**src/rtl/tmr_pkg.sv**
```systemverilog
// Shared types for the triplicated, scrubbed register file.
// Latency: none (types and constants only).
// Backpressure: not applicable.
package tmr_pkg;

    // Number of stored copies per word.
    localparam int COPIES = 3;

    // Selects one of the copies; value 3 names no copy.
    typedef logic [1:0] copy_idx_t;

    // Scrubber walks IDLE -> CHECK -> (FIX) -> NEXT -> IDLE, one address per walk.
    typedef enum logic [1:0] {
        IDLE  = 2'd0,
        CHECK = 2'd1,
        FIX   = 2'd2,
        NEXT  = 2'd3
    } scrub_state_t;

endpackage

```
**src/rtl/tmr_vote_unit.sv**
```systemverilog
// Bitwise 2-of-3 majority voter with a copy-disagreement flag.
// Latency: purely combinational.
// Backpressure: none.
// Ports: cp[COPIES] in (the three copies), vote out (majority word),
//        mismatch out (at least one copy differs from another).
module tmr_vote_unit
    import tmr_pkg::*;
#(
    parameter int WIDTH = 8
) (
    input  logic [WIDTH-1:0] cp [COPIES],
    output logic [WIDTH-1:0] vote,
    output logic             mismatch
);

    always_comb begin
        vote     = (cp[0] & cp[1]) | (cp[0] & cp[2]) | (cp[1] & cp[2]);
        // If copy 0 matches both others, all three are equal.
        mismatch = (cp[0] != cp[1]) || (cp[0] != cp[2]);
    end

endmodule

```
**src/rtl/tmr_scrub_regfile.sv**
```systemverilog
// Triplicated register file with majority-voted reads and a background scrubber
// that rewrites disagreeing copies with the voted word.
// Latency: read data one cycle after rdEn; writes land at the clock edge.
// Backpressure: none; the scrubber never stalls user reads or writes.
//
// Ports:
//   clk, rst                 clock (rising edge), synchronous active-high reset
//   wrEn/wrAddr/wrData       write strobe, address, data (stored to all copies)
//   rdEn/rdAddr              read strobe, address
//   rdData/rdValid/rdErr     voted data, valid, copies-disagreed flag
//   scrubBusy                scrubber not in IDLE
//   corrCnt                  saturating count of scrubber corrections
//   fatalErr                 sticky: a scrubbed word had no two identical copies
// Build option TMR_INJECT_EN adds injEn/injCopy/injAddr/injBit, which invert a
// single bit of one copy of one word for fault testing.
module tmr_scrub_regfile
    import tmr_pkg::*;
#(
    parameter int WIDTH        = 8,
    parameter int DEPTH        = 16,
    parameter int SCRUB_PERIOD = 1024,
    parameter int CNT_WIDTH    = 16
) (
    input  logic                     clk,
    input  logic                     rst,
    input  logic                     wrEn,
    input  logic [$clog2(DEPTH)-1:0] wrAddr,
    input  logic [WIDTH-1:0]         wrData,
    input  logic                     rdEn,
    input  logic [$clog2(DEPTH)-1:0] rdAddr,
`ifdef TMR_INJECT_EN
    input  logic                     injEn,
    input  copy_idx_t                injCopy,
    input  logic [$clog2(DEPTH)-1:0] injAddr,
    input  logic [$clog2(WIDTH)-1:0] injBit,
`endif
    output logic [WIDTH-1:0]         rdData,
    output logic                     rdValid,
    output logic                     rdErr,
    output logic                     scrubBusy,
    output logic [CNT_WIDTH-1:0]     corrCnt,
    output logic                     fatalErr
);

    localparam int AW = $clog2(DEPTH);
    localparam int PW = (SCRUB_PERIOD > 1) ? $clog2(SCRUB_PERIOD) : 1;

    // Three independent copies; kept separate so they are not merged into one.
    (* keep *) logic [WIDTH-1:0] mem0_q [DEPTH];
    (* keep *) logic [WIDTH-1:0] mem1_q [DEPTH];
    (* keep *) logic [WIDTH-1:0] mem2_q [DEPTH];
    logic [WIDTH-1:0] mem0_d [DEPTH];
    logic [WIDTH-1:0] mem1_d [DEPTH];
    logic [WIDTH-1:0] mem2_d [DEPTH];

    scrub_state_t          state_q, state_d;
    logic [PW-1:0]         period_q, period_d;
    logic [AW-1:0]         scrub_addr_q, scrub_addr_d;
    logic [CNT_WIDTH-1:0]  corr_cnt_q, corr_cnt_d;
    logic                  fatal_q, fatal_d;
    logic                  rd_valid_q, rd_valid_d;
    logic [WIDTH-1:0]      rd_data_q, rd_data_d;
    logic                  rd_err_q, rd_err_d;

    logic [WIDTH-1:0] rd_cp [COPIES];
    logic [WIDTH-1:0] sc_cp [COPIES];
    logic [WIDTH-1:0] rd_vote, sc_vote;
    logic             rd_mis, sc_mis, sc_all_differ;
    logic             user_hit;
    logic             scrub_wb;

    // ---------------- voting ----------------
    always_comb begin
        rd_cp[0] = mem0_q[rdAddr];
        rd_cp[1] = mem1_q[rdAddr];
        rd_cp[2] = mem2_q[rdAddr];
        sc_cp[0] = mem0_q[scrub_addr_q];
        sc_cp[1] = mem1_q[scrub_addr_q];
        sc_cp[2] = mem2_q[scrub_addr_q];
    end

    tmr_vote_unit #(.WIDTH(WIDTH)) u_rd_vote (
        .cp       (rd_cp),
        .vote     (rd_vote),
        .mismatch (rd_mis)
    );

    tmr_vote_unit #(.WIDTH(WIDTH)) u_sc_vote (
        .cp       (sc_cp),
        .vote     (sc_vote),
        .mismatch (sc_mis)
    );

    // No pair of copies agrees: the vote is a guess, not a correction.
    assign sc_all_differ = (sc_cp[0] != sc_cp[1]) && (sc_cp[0] != sc_cp[2])
                        && (sc_cp[1] != sc_cp[2]);

    // A user write to the word under scrub supersedes the scrubber's view of it.
    assign user_hit = wrEn && (wrAddr == scrub_addr_q);

    // ---------------- scrub FSM: state register ----------------
    always_ff @(posedge clk) begin
        if (rst) begin
            state_q      <= IDLE;
            period_q     <= '0;
            scrub_addr_q <= '0;
        end else begin
            state_q      <= state_d;
            period_q     <= period_d;
            scrub_addr_q <= scrub_addr_d;
        end
    end

    // ---------------- scrub FSM: next state ----------------
    always_comb begin
        state_d      = state_q;
        period_d     = '0;
        scrub_addr_d = scrub_addr_q;
        case (state_q)
            IDLE: begin
                if (period_q == PW'(SCRUB_PERIOD - 1)) begin
                    state_d = CHECK;
                end else begin
                    period_d = period_q + PW'(1);
                end
            end
            CHECK: begin
                // A concurrent user write refreshes all copies anyway.
                state_d = (sc_mis && !user_hit) ? FIX : NEXT;
            end
            FIX: begin
                state_d = NEXT;
            end
            NEXT: begin
                // DEPTH is a power of two, so the increment wraps to 0.
                scrub_addr_d = scrub_addr_q + AW'(1);
                state_d      = IDLE;
            end
            default: begin
                state_d = IDLE;
            end
        endcase
    end

    // ---------------- scrub FSM: outputs ----------------
    always_comb begin
        scrubBusy  = (state_q != IDLE);
        scrub_wb   = (state_q == FIX) && !user_hit;
        corr_cnt_d = corr_cnt_q;
        fatal_d    = fatal_q;
        if (scrub_wb && (corr_cnt_q != {CNT_WIDTH{1'b1}})) begin
            corr_cnt_d = corr_cnt_q + CNT_WIDTH'(1);
        end
        // The word was found unrecoverable even if a user write then replaced it.
        if ((state_q == FIX) && sc_all_differ) begin
            fatal_d = 1'b1;
        end
    end

    always_ff @(posedge clk) begin
        if (rst) begin
            corr_cnt_q <= '0;
            fatal_q    <= 1'b0;
        end else begin
            corr_cnt_q <= corr_cnt_d;
            fatal_q    <= fatal_d;
        end
    end

    // ---------------- storage update ----------------
    // Priority, lowest to highest: scrub writeback, user write, injection flip.
    // The scrub writeback already stands down on a user-write collision.
`ifdef TMR_INJECT_EN
    logic [WIDTH-1:0] inj_mask;
    assign inj_mask = WIDTH'(1) << injBit;
`endif

    always_comb begin
        mem0_d = mem0_q;
        mem1_d = mem1_q;
        mem2_d = mem2_q;
        if (scrub_wb) begin
            mem0_d[scrub_addr_q] = sc_vote;
            mem1_d[scrub_addr_q] = sc_vote;
            mem2_d[scrub_addr_q] = sc_vote;
        end
        if (wrEn) begin
            mem0_d[wrAddr] = wrData;
            mem1_d[wrAddr] = wrData;
            mem2_d[wrAddr] = wrData;
        end
`ifdef TMR_INJECT_EN
        if (injEn) begin
            case (injCopy)
                2'd0:    mem0_d[injAddr] = mem0_d[injAddr] ^ inj_mask;
                2'd1:    mem1_d[injAddr] = mem1_d[injAddr] ^ inj_mask;
                2'd2:    mem2_d[injAddr] = mem2_d[injAddr] ^ inj_mask;
                default: ; // copy index 3 selects nothing
            endcase
        end
`endif
    end

    always_ff @(posedge clk) begin
        if (rst) begin
            for (int i = 0; i < DEPTH; i++) begin
                mem0_q[i] <= '0;
                mem1_q[i] <= '0;
                mem2_q[i] <= '0;
            end
        end else begin
            mem0_q <= mem0_d;
            mem1_q <= mem1_d;
            mem2_q <= mem2_d;
        end
    end

    // ---------------- read port ----------------
    // The vote is taken from the pre-edge copies, so a same-cycle write to the
    // read address is not visible until the next read.
    always_comb begin
        rd_valid_d = rdEn;
        rd_data_d  = rdEn ? rd_vote : rd_data_q;
        rd_err_d   = rdEn ? rd_mis  : rd_err_q;
    end

    always_ff @(posedge clk) begin
        if (rst) begin
            rd_valid_q <= 1'b0;
            rd_data_q  <= '0;
            rd_err_q   <= 1'b0;
        end else begin
            rd_valid_q <= rd_valid_d;
            rd_data_q  <= rd_data_d;
            rd_err_q   <= rd_err_d;
        end
    end

    assign rdValid  = rd_valid_q;
    assign rdData   = rd_data_q;
    assign rdErr    = rd_err_q;
    assign corrCnt  = corr_cnt_q;
    assign fatalErr = fatal_q;

endmodule

```
**config.mk**
```make
export PLATFORM = sky130hd
export DESIGN_NAME = tmr_scrub_regfile
export DESIGN_NICKNAME = d
export VERILOG_FILES = /design/src/rtl/tmr_pkg.sv /design/src/rtl/tmr_vote_unit.sv /design/src/rtl/tmr_scrub_regfile.sv
export SDC_FILE = /design/constraint.sdc
export NUM_CORES = 1
export LEC_CHECK = 0
export ABC_CLOCK_PERIOD_IN_PS = 11200
export CORE_ASPECT_RATIO = 1.4
export CORE_MARGIN = 10
export CORE_UTILIZATION = 50
export CTS_CLUSTER_DIAMETER = 120
export DETAILED_ROUTE_END_ITERATION = 10
export PLACE_DENSITY = 0.67
export SYNTH_ARGS = -nofsm -noshare
export SYNTH_HDL_FRONTEND = slang
export SYNTH_SLANG_ARGS = --single-unit
```
**constraint.sdc**
```tcl
create_clock -name clk -period 11.2 [get_ports clk]
set_clock_uncertainty 0.05 [all_clocks]
set_input_delay 3.36 -clock clk [delete_from_list [all_inputs] [get_ports clk]]
set_output_delay 3.36 -clock clk [all_outputs]
set_load 0.05 [all_outputs]
```
Yosys cells after proc, flatten, opt, wreduce, memory -nomap -nowiden

Cells that the tools add are included.

Bits in registers: 427
Bits of input ports: 20
Output and inout port bits: 28
Logic and storage cells: 142

Add/subtract/negate cells: 3
Magnitude comparators: 5
Equal/unequal tests: 12
Muxes and demuxes: 37
Bitwise logic cells: 14
Reduce and logical (&&, ||, !) cells: 15

Operators with widths:

| cell                                                        | count |
|---|---|
| bitwise mux 128 bit                                         | 6 |
| 2-to-1 mux 128 bit                                          | 6 |
| binary-select mux 8 bit (select 4 bit)                      | 6 |
| 2-to-1 mux 8 bit                                            | 14 |
| demux 8 bit (select 4 bit)                                  | 2 |
| AND 8 bit                                                   | 6 |
| != test 8 bit                                               | 5 |
| bitwise OR 8 bit                                            | 4 |
| adder 16 x 1 -> 16 bit (second input constant)              | 1 |
| != test 16 bit (second input constant)                      | 1 |
| >= comparator 5 bit (second input constant)                 | 3 |
| NOT 4 -> 5 bit                                              | 3 |
| adder 10 x 1 -> 10 bit (second input constant)              | 1 |
| equality test 10 bit (second input constant)                | 1 |
| less-than comparator 5 x 1 -> 1 bit (second input constant) | 2 |
| logical AND 1 bit                                           | 9 |
| one-hot mux 2 bit (4 select lines)                          | 1 |
| adder 4 x 1 -> 4 bit (second input constant)                | 1 |
| equality test 2 bit (second input constant)                 | 2 |
| equality test 4 bit                                         | 1 |
| OR reduction 3 bit                                          | 1 |
| equality test 2 x 1 -> 1 bit (second input constant)        | 1 |
| logical NOT 2 bit                                           | 1 |
| logical OR 1 bit                                            | 2 |
| other kinds (6)                                             | 6 |

Logic depth before layout (Yosys ltp)

Gate-level depths: netlist (run 1).

Depth after elaboration: 11
Mapped depth: 11
Depth with buffers taken out: 8

Cells and area by module

Synthesis (run 1) repeated with hierarchy kept, for this count alone.

Cells, all modules: 2248
Area total of the unflattened synthesis: 22115.0 um^2

Modules (own cells, without submodules):

| module            | instances | cells an instance | area an instance (um^2) | seq. area each (um^2) |
|---|---|---|---|---|
| tmr_scrub_regfile | 1         | 2190              | 21511.9                 | 8548.2 |
| tmr_vote_unit     | 2         | 29                | 301.5                   | 0.0 |

Worst setup path before layout (run 1)

No wires, ideal clock.

Kind: input to register
From: input rdAddr[0]
To: register rd_err_q (netlist: rdErr)
Setup time: 0.137 ns
Data arrival time: 5.806 ns
Data required time: 11.013 ns
Setup slack: 5.207 ns
Cell stages on the path: 9
Buffers on the path: 3
Cell sequence: buf_2 -> buf_2 -> buf_2 -> mux4_2 -> mux4_2 -> ha_1 -> nor4_1 -> and4_1 -> a211oi_1

Cells in the longest elaborated chain, start to end: 6
Elaborated cells on any way between the ends: 13
Those cells by class: eq/ne (2); mux (9); bitwise (1); reduce/logical (1)

Ends and longest elaborated chain:

| what                                                      | RTL line                                                                  | text |
|---|---|---|
| from (decl)                                               | tmr_scrub_regfile.sv:30                                                   | `input logic [$clog2(DEPTH)-1:0] rdAddr,` |
| NOT 4 -> 5 bit (implied by the code) (*)                  | tmr_scrub_regfile.sv:74, tmr_scrub_regfile.sv:75, tmr_scrub_regfile.sv:76 |  |
| binary-select mux 8 bit (select 4 bit) (on tied branches) | tmr_scrub_regfile.sv:74, tmr_scrub_regfile.sv:75, tmr_scrub_regfile.sv:76 |  |
| 2-to-1 mux 8 bit (on tied branches) (2 in series)         | tmr_scrub_regfile.sv:74, tmr_scrub_regfile.sv:75, tmr_scrub_regfile.sv:76 |  |
| != test 8 bit                                             | tmr_vote_unit.sv:19                                                       | `mismatch = (cp[0] != cp[1]) \|\| (cp[0] != cp[2]);` |
| logical OR 1 bit (*)                                      | tmr_vote_unit.sv:19                                                       |  |
| to (signal assigned)                                      | tmr_scrub_regfile.sv:235                                                  | `rd_err_q <= rd_err_d;` |
| to (decl)                                                 | tmr_scrub_regfile.sv:63                                                   | `logic rd_err_q, rd_err_d;` |

Mark *: on every way between the ends. The rest lies on a longest branch, timed or not. The select of a mux whose other input is x is not followed.
A chain may end at the register's enable or synchronous reset.

Worst setup path in the final report (run 1)

From: input wrAddr[0]
To: register mem2_q[88] in the netlist's numbering

Cells in the longest elaborated chain, start to end: 7
Elaborated cells on any way between the ends: 13
Those cells by class: order compare (2); eq/ne (1); mux (5); bitwise (1); reduce/logical (4)

Ends and longest elaborated chain:

| what                                                                         | RTL line                                           | text |
|---|---|---|
| from (decl)                                                                  | tmr_scrub_regfile.sv:27                            | `input logic [$clog2(DEPTH)-1:0] wrAddr,` |
| NOT 4 -> 5 bit (implied by the code) or equality test 4 bit (tied branches)  | tmr_scrub_regfile.sv:190, tmr_scrub_regfile.sv:99  |  |
| >= comparator 5 bit (implied by the code), or another cell as far along      | tmr_scrub_regfile.sv:190                           | `mem2_d[wrAddr] = wrData;` |
| logical AND 1 bit (implied by the code) or logical NOT 1 bit (tied branches) | tmr_scrub_regfile.sv:190, tmr_scrub_regfile.sv:148 |  |
| 2-to-1 mux 8 bit (implied by the code) or logical AND 1 bit (tied branches)  | tmr_scrub_regfile.sv:190, tmr_scrub_regfile.sv:148 |  |
| demux 8 bit (select 4 bit) or 2-to-1 mux 128 bit (tied branches)             | tmr_scrub_regfile.sv:190, tmr_scrub_regfile.sv:182 |  |
| bitwise mux 128 bit                                                          | tmr_scrub_regfile.sv:190                           |  |
| 2-to-1 mux 128 bit (*)                                                       | tmr_scrub_regfile.sv:187                           | `if (wrEn) begin` |
| to (signal assigned)                                                         | tmr_scrub_regfile.sv:214                           | `mem2_q <= mem2_d;` |
| to (decl)                                                                    | tmr_scrub_regfile.sv:51                            | `(* keep *) logic [WIDTH-1:0] mem2_q [DEPTH];` |

Mark *: on every way between the ends. The rest lies on a longest branch, timed or not.

==> metrics.yaml, run 1 <==
synthesis:
  ys_ff_latch: 427
  syn_avg_cell_area_um2: 10.43
  netlist_area_um2: 23460
  ys_warn_count: 0
  synth_edf_count: 0
  synth-async-reset-ratio_pct: 0
  syn_nets: 2320
  ys.flop_type: "dfxtp_1"
  synth.distinct_cells: 51
  synthCells: 2249
  ys_seq_area_share_pct: 36.44
sta:
  hold_viol_final: 0
  tns_ns: 0
  finalCriticalPeriod_ns: 6.769
  setup_viol: 0
  relSlewSlack_pct: 9.498
  tightest_slew_ns: 1.356
  clock.fmax_ghz: 0.1477
  timing.final.crit_share_pct: 60.44
  fin_ws_ns: 4.431
  slew_violations: 0
  rsz0062_at_grt: "no"
placement:
  placed_area_um2: 24000
  pre_cts_ws_ns: 4.032
  portBuffers: 47
  dp_hpwl_um: 55660
  gp_congestion: 0.9713
floorplanning:
  initial_utilization_pct: 50.78
  core-area_um2: 46200
  die_h_um: 276.3
  io_pins: 48
  die_area_um2: 56110
  chipWidth_um: 203.1
  std_cell_rows: 93
clock_network:
  cts_hold_buf: 0
  root_buffer: "clkbuf_16"
  insertion_delay_ns: 0.59
  cts_buffers: 43
  path_clk_slew_ns: 0.07
  cts_sinks: 427
  clock_path_buffers: 3
  postCtsSetupRepairBufs: 0
  cts_tree: "done"
  cts_resized: 0
  h-tree-depth: 2
power_and_ir_drop:
  ir_drop_uv: 151.9
  powerDensity_nw_per_um2: 135.0
  p_leak_uw: 0.007832
route:
  vias: 21390
  routed_via_density: 7.726
  dr.first_iter.drc_count: 2575
  first_pass_iters: 8
  final_antenna_net_count: 0
  routed_wl_um: 91030
  drc: 0
  wire_per_inst_um: 32.87
grt:
  grt_pass1_vias: 20880
  grt_start_max_net_pins: 144
  grt-ovfl-total: 0
  grt_pass1_wl_um: 132500
  antenna_found_initial: 2
  grt_usage_pct: 31.38
setup_path:
  crit_path_max_fanout: 60
  crit_path_start_kind: "input pin"
  slowest_delay_ns: 0.97
  startpoint: "wrAddr[0]"
  path_delay_family: "buffers and inverters"
  cp.arrival_ns: 7.22
  worstPathCellList: "clkdlybuf4s50_1 -> xor2_1 -> or3b_1 -> o21ai_4 -> buf_4 -> o221ai_1 -> a21oi_1"
  worstPathRequired_ns: 11.65
  r2r_start: "scrub_addr_q[1]"
  cp-end-kind: "flop"
  path_buf_inv: 2
  crit_type: "in2reg"
  crit_slowest_cell: "o21ai_4"
final_layout:
  final_util_pct: 55.05
  layout-drive-gt1-share_pct: 18.94
  area_growth_pct: 8.400
  nNetsFinal: 2187
  fin_area_um2: 25430
hold_path:
  hp-class: "reg2reg"
  min_from: "period_q[0]"
status:
  run_status: "completed"
job:
  maxCapViolCount: 0
-- through the flow --
stage | cells | total power [µW] | hold slack (ns)
after floorplan | 2249 | 1838 | 0.3679
after global placement | 2687 | 1945 | 0.3817
after detailed placement | 2688 | 1955 | 0.4003
after CTS | 2766 | 3417 | 0.4088
after global routing | 2766 | 3511 | 0.4311
final | 2769 | 3433 | 0.4127
-- cells in the mapped netlist, drive strengths merged (2+ instances only) --
| cell type | n | area share (%) |
|---|---|---|
| dfxtp | 427 | 36 |
| a21oi | 418 | 8.9 |
| o221ai | 384 | 15 |
| mux4 | 224 | 22 |
| nand2 | 211 | 3.4 |
| clkbuf | 156 | 2.5 |
| buf | 122 | 2.9 |
| ha | 51 | 2.7 |
| nor2 | 51 | 0.82 |
| a22oi | 32 | 1.0 |
| nand3 | 32 | 0.68 |
| nor4 | 19 | 0.51 |
| o21ai | 15 | 0.51 |
| o31ai | 10 | 0.32 |
| or4 | 10 | 0.32 |
| a311oi | 8 | 0.30 |
| inv | 8 | 0.13 |
| nor2b | 8 | 0.21 |
| xor2 | 8 | 0.30 |
| nor3 | 7 | 0.17 |
| or3 | 6 | 0.16 |
| and3 | 5 | 0.13 |
| nand4 | 5 | 0.13 |
| xnor2 | 5 | 0.19 |
| and2 | 3 | 0.080 |
| and4 | 3 | 0.11 |
| nand2b | 3 | 0.080 |
| or3b | 3 | 0.11 |
| nor3b | 2 | 0.064 |
| or2 | 2 | 0.053 |
-- layer usage --
metal / share of wire, % / routed length, µm / track usage [%] / vias to the layer above
met5: 0.048 / 44 / 0 / -
met3: 13 / 12040 / 10.08 / 432
met4: 9.1 / 8283 / 25.92 / 6
met1: 34 / 30540 / 36.38 / 10480
met2: 44 / 40110 / 46.63 / 1575
li1: - / - / - / 8898
-- placed cells by master (no fill, tap or decap), types with 5 or more instances in the layout --
cell | Yosys | final
nand2_1 | 211 | 211
o221ai_1 | 364 | 364
nand4_1 | 5 | 5
dfxtp_1 | 427 | 424
a21oi_2 | 1 | 12
clkdlybuf4s50_1 | 0 | 44
clkinv_2 | 0 | 6
a21oi_1 | 417 | 402
a311oi_1 | 8 | 8
o31ai_1 | 10 | 10
o221ai_2 | 20 | 20
nor3_1 | 6 | 5
or4_1 | 10 | 10
or3_1 | 6 | 6
a22oi_1 | 32 | 32
mux4_2 | 224 | 224
nor4_1 | 19 | 19
xor2_1 | 8 | 8
ha_1 | 51 | 51
nor2_2 | 0 | 12
clkbuf_16 | 0 | 44
buf_4 | 23 | 53
nor2_1 | 51 | 39
clkbuf_8 | 0 | 5
nor2b_1 | 8 | 8
xnor2_1 | 5 | 5
and3_1 | 5 | 5
clkbuf_1 | 156 | 14
inv_1 | 8 | 8
nand3_1 | 32 | 31
o21ai_0 | 8 | 8
-- report_power, final --
| group | internal [µW] | switching, µW |
|---|---|---|
| clock network | 853 | 642 |
| registers | 1550 | 29.0 |
| logic | 129 | 227 |
-- cells by family (layout without fill, tap and decap cells) --
logic type      Yosys count  in the layout  synth area share, %
compound gates          873            873                26.18
flops                   427            427                36.44
simple gates            372            372                7.083
buf+inv                 287            187                5.504
mux                     226            226                21.59
fa+ha+maj                51             51                2.720
xor+xnor                 13             13               0.4853
other cells               0              3                    0
-- area by class of cell --
| class | count | area (µm²) |
|---|---|---|
| antenna | 3 | 7.507 |
| clock buffer | 63 | 1222 |
| clock inverter | 15 | 198.9 |
| fill | 3948 | 20760 |
| inverter | 9 | 33.78 |
| multi-input combinational | 1535 | 13750 |
| sequential | 427 | 8557 |
| tap | 617 | 772.0 |
| timing repair buffer | 100 | 892.1 |
-- worst reg2reg max path: cells and delay by family (launching register included) --
kind | cells | cell delay (ns)
DFF | 1 | 0.63
adders and majority gates | 1 | 0.23
buffers and inverters | 1 | 0.95
and+or+nand+nor | 2 | 1.26
muxes | 2 | 1.08
AOI/OAI and AO/OA | 2 | 0.47
-- registers in the layout, summed over array words and instances (netlist names) --
| signal | count |
|---|---|
| corrCnt | 16 |
| fatalErr | 1 |
| mem0_q | 128 |
| mem1_q | 128 |
| mem2_q | 128 |
| period_q | 10 |
| rdData | 8 |
| rdErr | 1 |
| rdValid | 1 |
| scrub_addr_q | 4 |
| state_q | 2 |
-- worst paths after layout --
kind	endpoint	slack (ns)	cells after the start
setup / recovery	mem2_q[88]	4.43	7
setup reg to reg	mem2_q[114]	6.39	8
hold reg to reg	period_q[0]	0.41	1
hold / removal	period_q[0]	0.41	1
Note: power is estimated with default switching activity, not from simulation.
==> inputs of run 2 (changes only) <==
--- a/config.mk
+++ b/config.mk
@@ -5,13 +5,13 @@
 export SDC_FILE = /design/constraint.sdc
 export NUM_CORES = 1
 export LEC_CHECK = 0
-export ABC_CLOCK_PERIOD_IN_PS = 11200
+export ABC_CLOCK_PERIOD_IN_PS = 5750
 export CORE_ASPECT_RATIO = 1.4
 export CORE_MARGIN = 10
 export CORE_UTILIZATION = 50
 export CTS_CLUSTER_DIAMETER = 120
 export DETAILED_ROUTE_END_ITERATION = 10
-export PLACE_DENSITY = 0.67
+export PLACE_DENSITY = 0.7
 export SYNTH_ARGS = -nofsm -noshare
 export SYNTH_HDL_FRONTEND = slang
 export SYNTH_SLANG_ARGS = --single-unit
==> constraint.sdc (replaced) <==
create_clock -name clk -period 5.75 [get_ports clk]
set_clock_uncertainty 0.05 [all_clocks]
set_input_delay 1.725 -clock clk [delete_from_list [all_inputs] [get_ports clk]]
set_output_delay 1.725 -clock clk [all_outputs]
set_load 0.05 [all_outputs]
==> metrics.yaml, run 2 (synthesis results as in run 1) <==
clock_network:
  cts_tree: "done"
  path_clk_slew_ns: 0.06
  cts_hold_buf: 0
  h-tree-depth: 2
  cts_resized: 0
  root_buffer: "clkbuf_16"
  cts_buffers: 43
  cts_sinks: 427
  clock_path_buffers: 3
  postCtsSetupRepairBufs: 0
  insertion_delay_ns: 0.56
sta:
  relSlewSlack_pct: 7.386
  tns_ns: 0
  timing.final.crit_share_pct: 82.08
  setup_viol: 0
  slew_violations: 0
  clock.fmax_ghz: 0.2119
  finalCriticalPeriod_ns: 4.720
  tightest_slew_ns: 1.386
  hold_viol_final: 0
  fin_ws_ns: 1.030
  rsz0062_at_grt: "no"
floorplanning:
  initial_utilization_pct: 50.78
  std_cell_rows: 93
  core-area_um2: 46200
  die_h_um: 276.3
  die_area_um2: 56110
  io_pins: 48
  chipWidth_um: 203.1
final_layout:
  reg_top3: "mem0_q: 128 flops, mem1_q: 128 flops, mem2_q: 128 flops"
  nNetsFinal: 2209
  layout_common_cells: "424 x dfxtp_1, 402 x a21oi_1, 364 x o221ai_1"
  fin_area_um2: 25680
  final_common_cell: "dfxtp_1"
  area_growth_pct: 9.456
  final_util_pct: 55.59
  layout-drive-gt1-share_pct: 19.87
setup_path:
  crit_path_start_kind: "flop"
  cp.arrival_ns: 5.14
  worstPathRequired_ns: 6.17
  crit_path_max_fanout: 41
  crit_type: "reg2reg"
  cp-end-kind: "flop"
route:
  dr.first_iter.drc_count: 3284
  wire_per_inst_um: 32.51
  routed_via_density: 7.788
  final_antenna_net_count: 0
  routed_wl_um: 90630
  drc: 0
  vias: 21710
  first_pass_iters: 9
power_and_ir_drop:
  ir_drop_uv: 233.0
  power_uw: 6724
  p_leak_uw: 0.007991
  powerDensity_nw_per_um2: 261.9
placement:
  gp_congestion: 1.013
  placed_area_um2: 24230
  portBuffers: 47
  pre_cts_ws_ns: 0.7519
  dp_hpwl_um: 57070
grt:
  grt_pass1_wl_um: 132900
  antenna_found_initial: 5
  grt_usage_pct: 31.08
  grt_pass1_vias: 21420
  grt-ovfl-total: 0
  grt_start_max_net_pins: 136
hold_path:
  hp-class: "reg2reg"
job:
  maxCapViolCount: 0
status:
  run_status: "completed"
## run 2: cell types whose count changed in the layout (fill, tap and decap cells not counted), sizes merged
cell,change
inv,+1
buf,+22
clkbuf,-3
clkinvlp,+1
clkinv,-1
diode,-1
## run 2: final cells by class
| cell class | count | area, µm² |
|---|---|---|
| fillers | 3947 | 20520 |
| multi-input cells | 1535 | 13710 |
| flip-flops and latches | 427 | 8557 |
| clock buffers | 60 | 1240 |
| repair buffers | 122 | 1162 |
| well taps | 617 | 772.0 |
| clock inverters | 16 | 201.4 |
| inverters | 9 | 33.78 |
| diodes | 2 | 5.005 |
## run 2: worst paths after layout
path	start	endpoint	slack [ns]	cells past startpoint
setup reg to reg	scrub_addr_q[0]	state_q[0]	1.03	9
hold / removal	period_q[0]	period_q[0]	0.39	1
setup / recovery	scrub_addr_q[0]	state_q[0]	1.03	9
hold reg to reg	period_q[0]	period_q[0]	0.39	1
## run 2: worst max-delay path: stages (launching register included)
cell      delay (ns)
dfxtp_4         0.91
buf_4           0.43
mux4_2          0.56
mux4_2          0.60
ha_1            0.36
nor4_1          0.87
nand4_1         0.22
o21ai_0         0.23
nand2_1         0.09
a221oi_1        0.25
## run 2: power by group
part           total, µW  internal, µW  switching, µW
Sequential          3080          3020           58.0
Clock               2940          1690           1250
Combinational        702           258            444
Total               6720          4970           1750
## run 2: routing by layer
| layer | up-vias | GRT usage [%] | share of wire (%) |
|---|---|---|---|
| met5 | - | 0.4456 | 0.038 |
| met4 | 6 | 25.59 | 9.4 |
| met1 | 10560 | 34.06 | 32 |
| met3 | 534 | 12.12 | 14 |
| li1 | 8940 | - | - |
| met2 | 1674 | 46.89 | 44 |
## run 2: per-stage QoR
step / instances / hold slack [ns]
global route: 2788 / 0.4181
detailed placement: 2710 / 0.3896
CTS: 2786 / 0.3984
floorplan: 2249 / 0.3679
global placement: 2710 / 0.3831
finish: 2788 / 0.3943
